$ cat config.mk
export PLATFORM = sky130hd
export DESIGN_NAME = mac_seq
export DESIGN_NICKNAME = d
export VERILOG_FILES = /design/src/rtl/mac_pkg.sv /design/src/rtl/mac_seq_buf.sv /design/src/rtl/mac_seq.sv
export SDC_FILE = /design/constraint.sdc
export NUM_CORES = 1
export LEC_CHECK = 0
export CORE_MARGIN = 1
export CORE_UTILIZATION = 63
export DETAILED_ROUTE_END_ITERATION = 7
export PLACE_DENSITY = 0.85
export SKIP_CTS_REPAIR_TIMING = 1
export SLEW_MARGIN = 20
export SYNTH_ARGS = -nofsm -noshare
export SYNTH_HDL_FRONTEND = slang
export SYNTH_SLANG_ARGS = --single-unit
$ cat constraint.sdc
create_clock -name clk -period 6.5 [get_ports clk]
set_clock_uncertainty 0.2 [all_clocks]
set_input_delay 1.3 -clock clk [delete_from_list [all_inputs] [get_ports clk]]
set_output_delay 1.3 -clock clk [all_outputs]
set_load 0.01 [all_outputs]
$ cat src/rtl/mac_pkg.sv
// Shared types and constants for the systolic-MAC job sequencer.
// Holds the FSM state encoding, operand-mode encoding and job-size helpers.
package mac_pkg;

  typedef enum logic [2:0] {
    IDLE,
    LOAD_W,
    LOAD_D,
    WAIT_RES,
    DRAIN
  } state_e;

  localparam logic MODE_WEIGHT = 1'b1;
  localparam logic MODE_DATA   = 1'b0;

  localparam int unsigned DEF_N = 2;

  function automatic int unsigned nn_of(input int unsigned n);
    return n * n;
  endfunction

  function automatic int unsigned job_len_of(input int unsigned n);
    return 2 * n * n;
  endfunction

  // Address width that never collapses to zero for a single-entry buffer.
  function automatic int unsigned addr_w(input int unsigned depth);
    return (depth > 1) ? $clog2(depth) : 1;
  endfunction

  localparam int unsigned NN      = nn_of(DEF_N);
  localparam int unsigned JOB_LEN = job_len_of(DEF_N);

endpackage

$ cat src/rtl/mac_seq_buf.sv
// DEPTH x W register file: synchronous write, combinational read.
// Used for both the operand buffer and the result buffer of mac_seq.
module mac_seq_buf #(
  parameter int unsigned DEPTH = 8,
  parameter int unsigned W     = 8,
  parameter int unsigned AW    = (DEPTH > 1) ? $clog2(DEPTH) : 1
) (
  input  logic          clk,
  input  logic          we_i,
  input  logic [AW-1:0] waddr_i,
  input  logic [W-1:0]  wdata_i,
  input  logic [AW-1:0] raddr_i,
  output logic [W-1:0]  rdata_o
);

  logic [W-1:0] mem_q [DEPTH];

  always_ff @(posedge clk) begin
    if (we_i) begin
      mem_q[waddr_i] <= wdata_i;
    end
  end

  assign rdata_o = mem_q[raddr_i];

endmodule

$ cat src/rtl/mac_seq.sv
// Job sequencer in front of the NxN systolic MAC: buffers a job of operands,
// streams weights then data into the MAC, captures its results and drains them.
module mac_seq
  import mac_pkg::*;
#(
  parameter int unsigned W       = 8,
  parameter int unsigned N       = DEF_N,
  parameter int unsigned TIMEOUT = 15
) (
  input  logic         clk,
  input  logic         rst,
  input  logic         in_v_i,
  input  logic [W-1:0] in_data_i,
  output logic         in_ready_o,
  input  logic         start_i,
  output logic         busy_o,
  output logic         done_o,
  output logic         err_timeout_o,
  output logic         mac_data_v_o,
  output logic         mac_data_mode_o,
  output logic         mac_data_rst_addr_o,
  output logic [W-1:0] mac_data_o,
  input  logic         mac_result_v_i,
  input  logic [W-1:0] mac_result_i,
  output logic         res_v_o,
  output logic [W-1:0] res_data_o,
  input  logic         res_ready_i
);

  localparam int unsigned JNN  = nn_of(N);
  localparam int unsigned JLEN = job_len_of(N);
  localparam int unsigned OAW  = addr_w(JLEN);
  localparam int unsigned RAW  = addr_w(JNN);
  localparam int unsigned OCW  = $clog2(JLEN + 1);
  localparam int unsigned RCW  = $clog2(JNN + 1);
  localparam int unsigned TCW  = $clog2(TIMEOUT + 1);

  state_e         state_q, state_d;
  logic [OCW-1:0] opnd_cnt_q, opnd_cnt_d;
  logic [RCW-1:0] res_cnt_q, res_cnt_d;
  logic [OAW-1:0] ld_ptr_q, ld_ptr_d;
  logic [RCW-1:0] rd_ptr_q, rd_ptr_d;
  logic [TCW-1:0] to_cnt_q, to_cnt_d;
  logic           err_q, err_d;
  logic           done_q, done_d;
  logic           busy_q, busy_d;
  logic           in_ready_q, in_ready_d;
  logic           mac_v_q, mac_v_d;
  logic           mac_mode_q, mac_mode_d;
  logic           mac_rst_addr_q, mac_rst_addr_d;
  logic [W-1:0]   mac_data_q, mac_data_d;
  logic           res_v_q, res_v_d;
  logic [W-1:0]   res_data_q, res_data_d;

  logic           opnd_we, res_we, res_cap, load;
  logic [W-1:0]   opnd_rdata, res_rdata;

  mac_seq_buf #(.DEPTH(JLEN), .W(W), .AW(OAW)) u_opnd_buf (
    .clk     (clk),
    .we_i    (opnd_we),
    .waddr_i (OAW'(opnd_cnt_q)),
    .wdata_i (in_data_i),
    .raddr_i (ld_ptr_d),
    .rdata_o (opnd_rdata)
  );

  mac_seq_buf #(.DEPTH(JNN), .W(W), .AW(RAW)) u_res_buf (
    .clk     (clk),
    .we_i    (res_we),
    .waddr_i (RAW'(res_cnt_q)),
    .wdata_i (mac_result_i),
    .raddr_i (RAW'(rd_ptr_d)),
    .rdata_o (res_rdata)
  );

  // Next state, counters and pointers.
  always_comb begin
    state_d    = state_q;
    opnd_cnt_d = opnd_cnt_q;
    res_cnt_d  = res_cnt_q;
    ld_ptr_d   = ld_ptr_q;
    rd_ptr_d   = rd_ptr_q;
    to_cnt_d   = to_cnt_q;
    err_d      = err_q;
    done_d     = 1'b0;
    opnd_we    = 1'b0;
    res_we     = 1'b0;
    res_cap    = mac_result_v_i && ((state_q == LOAD_D) || (state_q == WAIT_RES))
                 && (res_cnt_q < RCW'(JNN));

    if (res_cap) begin
      res_we    = 1'b1;
      res_cnt_d = res_cnt_q + RCW'(1);
    end

    unique case (state_q)
      IDLE: begin
        if (in_v_i && in_ready_q) begin
          opnd_we    = 1'b1;
          opnd_cnt_d = opnd_cnt_q + OCW'(1);
        end
        // Start is judged on the count before any coincident beat.
        if (start_i && (opnd_cnt_q == OCW'(JLEN))) begin
          state_d   = LOAD_W;
          err_d     = 1'b0;
          res_cnt_d = '0;
          rd_ptr_d  = '0;
          ld_ptr_d  = '0;
        end
      end
      LOAD_W: begin
        ld_ptr_d = ld_ptr_q + OAW'(1);
        if (ld_ptr_q == OAW'(JNN - 1)) begin
          state_d = LOAD_D;
        end
      end
      LOAD_D: begin
        if (ld_ptr_q == OAW'(JLEN - 1)) begin
          state_d  = WAIT_RES;
          ld_ptr_d = '0;
          to_cnt_d = '0;
        end else begin
          ld_ptr_d = ld_ptr_q + OAW'(1);
        end
      end
      WAIT_RES: begin
        to_cnt_d = res_cap ? '0 : (to_cnt_q + TCW'(1));
        if (res_cnt_q == RCW'(JNN)) begin
          state_d = DRAIN;
        end else if (!res_cap && (to_cnt_q == TCW'(TIMEOUT - 1))) begin
          err_d = 1'b1;
          if (res_cnt_q == '0) begin
            state_d    = IDLE;
            done_d     = 1'b1;
            opnd_cnt_d = '0;
          end else begin
            state_d = DRAIN;
          end
        end
      end
      DRAIN: begin
        if (res_v_q && res_ready_i) begin
          rd_ptr_d = rd_ptr_q + RCW'(1);
          if (rd_ptr_q == (res_cnt_q - RCW'(1))) begin
            state_d    = IDLE;
            done_d     = 1'b1;
            opnd_cnt_d = '0;
          end
        end
      end
      default: state_d = IDLE;
    endcase
  end

  // Registered output values derived from the next state.
  always_comb begin
    busy_d         = (state_d != IDLE);
    in_ready_d     = (state_d == IDLE) && (opnd_cnt_d < OCW'(JLEN));
    load           = (state_d == LOAD_W) || (state_d == LOAD_D);
    mac_v_d        = load;
    mac_mode_d     = (state_d == LOAD_W) ? MODE_WEIGHT : MODE_DATA;
    mac_rst_addr_d = load && ((ld_ptr_d == '0) || (ld_ptr_d == OAW'(JNN)));
    mac_data_d     = load ? opnd_rdata : '0;
    res_v_d        = (state_d == DRAIN) && (rd_ptr_d < res_cnt_d);
    res_data_d     = res_v_d ? res_rdata : '0;
  end

  always_ff @(posedge clk or posedge rst) begin
    if (rst) begin
      state_q        <= IDLE;
      opnd_cnt_q     <= '0;
      res_cnt_q      <= '0;
      ld_ptr_q       <= '0;
      rd_ptr_q       <= '0;
      to_cnt_q       <= '0;
      err_q          <= 1'b0;
      done_q         <= 1'b0;
      busy_q         <= 1'b0;
      in_ready_q     <= 1'b1;
      mac_v_q        <= 1'b0;
      mac_mode_q     <= 1'b0;
      mac_rst_addr_q <= 1'b0;
      mac_data_q     <= '0;
      res_v_q        <= 1'b0;
      res_data_q     <= '0;
    end else begin
      state_q        <= state_d;
      opnd_cnt_q     <= opnd_cnt_d;
      res_cnt_q      <= res_cnt_d;
      ld_ptr_q       <= ld_ptr_d;
      rd_ptr_q       <= rd_ptr_d;
      to_cnt_q       <= to_cnt_d;
      err_q          <= err_d;
      done_q         <= done_d;
      busy_q         <= busy_d;
      in_ready_q     <= in_ready_d;
      mac_v_q        <= mac_v_d;
      mac_mode_q     <= mac_mode_d;
      mac_rst_addr_q <= mac_rst_addr_d;
      mac_data_q     <= mac_data_d;
      res_v_q        <= res_v_d;
      res_data_q     <= res_data_d;
    end
  end

  assign in_ready_o          = in_ready_q;
  assign busy_o              = busy_q;
  assign done_o              = done_q;
  assign err_timeout_o       = err_q;
  assign mac_data_v_o        = mac_v_q;
  assign mac_data_mode_o     = mac_mode_q;
  assign mac_data_rst_addr_o = mac_rst_addr_q;
  assign mac_data_o          = mac_data_q;
  assign res_v_o             = res_v_q;
  assign res_data_o          = res_data_q;

endmodule

==> reports/metrics.yaml <==
wl_met2_um: 6590
final_max_slew_viol_count: 0
gp_congestion: 0.804
met3_wirelength_um: 735
cts_tree: "built"
cts_root_buffer: "clkbuf_8"
holdCritPathClass: "reg -> reg"
drt-total-wl_um: 12600
die_area_sq_mm: 0.0101
fin_ws_ns: 2.75
ios: 46
wl_met1_um: 4970
p_int_mw: 2.17
tightestPinTransition_ns: 1.05
grt_overflow: 0
finalSetupViolations: 0
p_switching_uw: 992
antennaDiodeCount: 0
max_freq_ghz: 0.266
coreArea_sq_mm: 0.00933
slowest_stage: "clkdlybuf4s50_1"
pwr-share-clk_pct: 33.6
antenna_found_initial: 0
worst_path_most_repeated_cell: "inv_1"
initial_core_util_pct: 65.4
pwr-share-comb_pct: 28.8
synthFlopType: "edfxtp_1"
grt_start_max_net_pins: 45
placed_area_sq_mm: 0.00660
via_per_inst: 6.10
worstPathMaxFanout: 9
drive_gt1_share_pct: 21.2
period_share_pct: 57.7
cts_htree_levels: 4
yosys.cell_types.count: 64
critPathBufInv: 3
pwr_density_cell_mw_per_mm2: 436
cp_slowest_stage_delay_ns: 0.52
clock_latency_ns: 0.53
syn_avg_cell_area_sq_um: 15.3
outcome: "finished, final reports clean"
slew_headroom_pct: 29.5
vdd_ir_drop_max_uv: 212
antenna_left: 0
final_area_sq_mm: 0.00725
p_leak_nw: 2.77
clk_pin_slew_ns: 0.06
seq_power_share_pct: 37.6
synthCells: 398
grt_pass1_vias: 3778
nFillCells: 531
finalSetupTns_ns: 0
final_common_cell: "edfxtp_1"
post-place-ws_ns: 2.23
worstSetupPathType: "in -> reg"
syn_area_sq_mm: 0.00610
yosysSeqAreaShare_pct: 65.3
syn_nets: 435
fin_util_pct: 77.7
regArea_sq_mm: 0.00399
topRoutingLayerUsed: "met4"
hold_slack_ns: 0.277
arrival_ns: 4.01
cts_buffers: 17
layout_common_cells: "edfxtp_1, clkdlybuf4s50_1, dfrtp_1"
cp_cell_sequence: "clkdlybuf4s50_1 -> nand4b_4 -> nor2_4 -> nor2_1 -> a22oi_2 -> inv_1 -> ha_1 -> inv_1 -> o21bai_1 -> a211oi_4 -> and2_1"
end_kind: "flip-flop"
area_growth_pct: 18.8
grt_pass1_wl_um: 19800
ys_warn_count: 0
finalHoldViolCount: 0
min_period_ns: 3.75
synth_edf_count: 96
avgRoutedWirePerCell_um: 21.3
fp-row-count: 35
final_cells: 591
grt_usage_pct: 27.4
dr.pass1.iters: 5
crit_family: "compound AO/OA/AOI/OAI gates"
clock_path_buffers: 2
power.share.switching_pct: 31.4
startpoint_type: "input pin"
rsz0062_at_grt: "no"
async_flop_share_pct: 31.4
dp.cells: 559
power_mw: 3.16
multi_input_area_sq_mm: 0.00193
dr_total_vias: 3606
clkSinkCount: 140
ys_seq_elements: 140
maxCapViolCount: 0
fp.dieW_um: 100
nNetsFinal: 486
route.detailed.drc: 0
io_buffers: 45
cp.required_ns: 6.76
hpwl_um: 7290
die_h_um: 100
drt_iter0_markers: 198
## sequential cells by signal, summed over array words and instances (netlist names)
signal and cells:
busy_o 1, mac_data_mode_o 1, in_ready_o 1, done_o 1, u_opnd_buf.mem_q 64, err_timeout_o 1
mac_data_v_o 1, res_data_o 8, u_res_buf.mem_q 32, opnd_cnt_q 4, state_q 3, rd_ptr_q 3
ld_ptr_q 3, to_cnt_q 4, res_cnt_q 3, res_v_o 1, mac_data_rst_addr_o 1, mac_data_o 8
## kinds of logic (layout without fill, tap and decap cells)
kind of cell,Yosys count,after routing,synth area share [%]
multiplexers,43,43,9.80
AO/OA/AOI/OAI,56,56,6.78
buffers and inverters,32,96,3.22
adder cells (fa/ha/maj),15,15,3.07
AND/OR/NAND/NOR,106,106,10.7
XOR/XNOR,6,6,1.11
flip-flops,140,140,65.3
## worst reg2reg max path, stage by stage (launching register included)
cell and delay [ns]:
dfrtp_1 0.75, or3b_4 0.50, nor2_1 0.19, nor2_1 0.08, a22oi_2 0.45, inv_1 0.16, ha_1 0.32, inv_1 0.06
o21bai_1 0.11, a211oi_4 0.42, and2_1 0.21
## final cells by class
class,instances,area share [%]
Clock buffer,18,5.76
Clock inverter,14,3.21
Inverter,18,0.949
Multi-Input combinational cell,226,26.6
Sequential cell,140,55.0
Tap cell,129,2.23
Timing Repair Buffer,46,6.31
## power groups by stage
stage	Combinational (mW)	Clock, mW	Sequential [mW]
finish	0.909	1.06	1.19
global route	0.980	1.11	1.21
CTS	0.909	1.07	1.19
detailed placement	0.875	0	1.20
global placement	0.849	0	1.19
floorplan	0.709	0	1.17
## synthesized netlist by cell type (all sizes together) (2+ instances only)
cell type	n	share of area, %
or3	2	0.29
mux2i	2	0.33
nor3	16	2.0
edfxtp	96	47
a21oi	3	0.25
dfrtp	43	18
nand4b	2	0.53
nand2b	7	0.72
and3	2	0.23
nor2	23	1.7
o21ai	14	1.1
a32o	3	0.49
o211ai	2	0.25
a22oi	2	0.41
ha	15	3.1
nand3	7	0.66
mux4	8	3.3
o31ai	3	0.37
o21bai	2	0.31
inv	18	1.1
a31oi	2	0.20
nand2	19	1.2
o22ai	16	1.6
xnor2	4	0.57
and2b	2	0.25
nand4	2	0.20
and3b	2	0.29
or2	3	0.31
buf	12	1.8
and2	13	1.3
mux2	33	6.2
## worst paths after layout
path,endpoint,start,cells past startpoint,slack [ns]
setup / recovery,res_data_o[2],start_i,11,2.75
hold / removal,to_cnt_q[3],to_cnt_q[3],1,0.28
setup reg to reg,res_data_o[2],state_q[2],10,3.00
hold reg to reg,to_cnt_q[3],to_cnt_q[3],1,0.28
max in group asynchronous,state_q[2],rst,2,4.56
min in group asynchronous,mac_data_o[4],rst,2,1.04
## metal layers
metal  track usage [%]  up-vias
li1                  -     1602
met5                 0        -
met2              46.5      137
met1              33.5     1840
met3              6.20       27
met4              13.0        0
(Power assumes the default switching activity.)
==> variant, RTL diff (same settings) <==
Reset style: synchronous (`rst`), changed in one clocked block.
--- a/src/rtl/mac_seq.sv
+++ b/src/rtl/mac_seq.sv
@@ -166,5 +166,5 @@
   end
 
-  always_ff @(posedge clk or posedge rst) begin
+  always_ff @(posedge clk) begin
     if (rst) begin
       state_q        <= IDLE;
Behaviour: differs if rst is asserted again (counterexample within 10 cycles, from zero or initial values and one cycle with rst high); with rst held inactive, the same outputs for 10 cycles.
==> variant against the unedited design <==
- the flow now finishes with violations (design-rule violations)
- wire length shrank 3.4%
- hold slack better by 34 ps
- global-route usage down 0.36 points
- worst setup slack lost 120 ps
- design area decreased by 4.4%
- maximum frequency down 3.0%
- area after synthesis fell by 4.4%
- sequential cell count unchanged
- largest cell class unchanged
- highest routed layer unchanged
Power is not compared: it rests on default switching activity, and its combinational part moved more than twofold at a synthesized area within 25%.
==> variant: results <==
route:
  drc_errors: 3
  via_count: 3683
  routed_wl_um: 12100
  drt-met1-wl_um: 4760
  wl_met2_um: 6340
  wl_met3_um: 725
  dr.pass1.iters: 8
timing:
  tightest_slew_ps: 1040
  hold_ws_ps: 311
  fin_crit_ps: 3870
placement:
  dp_cells: 556
  hpwlAfterDp_um: 7560
  routabilityCongestion: 0.816
  dpl_worst_slack_ps: 2130
  place_area_mm2: 0.00639
synth:
  ys_types: 54
  avgSynthCellArea_um2: 14.1
  synth_fp_nets: 450
  ys_seq_area_share_pct: 64.5
  async_reset_ff_share_pct: 0
  synthTopCellsByArea: "edfxtp_1, dfxtp_1, mux2i_1"
  synth_common_cells: "edfxtp_1, dfxtp_1, nor2_1"
global_route:
  grt_pass1_vias: 3786
  grt_usage_pct: 27.0
  grt_pass1_wl_um: 19300
  use_met3_pct: 7.66
  met2_usage_pct: 46.7
  grt_max_degree: 34
critical_path:
  r2r-start: "state_q[2]"
  r2r-end: "mac_data_o[1]"
  crit_path_end: "res_data_o[6]"
  r2r_cells: 6
  rrSetupSlack_ps: 3060
hold_path:
  worstHoldStart: "to_cnt_q[2]"
  holdPathStages: 2
  hold_path_end: "to_cnt_q[2]"
cells_and_area:
  drive_above_1_share_pct: 13.8
  final_nets: 504
run_status:
  failed_checks: "design-rule violations"
  outcome: "finished, violations left"
-- variant: changes by cell type after synthesis, sizes merged, moves of 9 or more --
cell and delta:
o211ai +9, mux2 -17, dfrtp -43, nor2b +10, dfxtp +44, mux2i +22, a211o +9, clkbuf +9
o22ai -16
-- variant: final cells by class --
type,count,area (um^2)
fillers,499,1920
multi-input cells,239,1930
flip-flops and latches,140,3760
repair buffers,52,503
clock buffers,20,425
clock inverters,12,114
well taps,108,135
inverters,17,63.8
-- variant: cell families after synthesis --
group                      Yosys count  synth area share [%]
DFF                                140                  64.5
and+or+nand+nor                    112                  10.4
AOI/OAI and AO/OA                   59                  7.46
muxes                               48                  10.8
buffers and inverters               34                  2.59
adders and majority gates           15                  3.22
xor gates and xnor gates             5                  1.01
-- variant: report_power, final --
group	total, mW	switching (mW)	leakage [nW]	internal (mW)
clock network	0.879	0.369	0.254	0.510
registers	0.965	0.00440	1.22	0.961
logic	0.0427	0.0242	0.926	0.0186
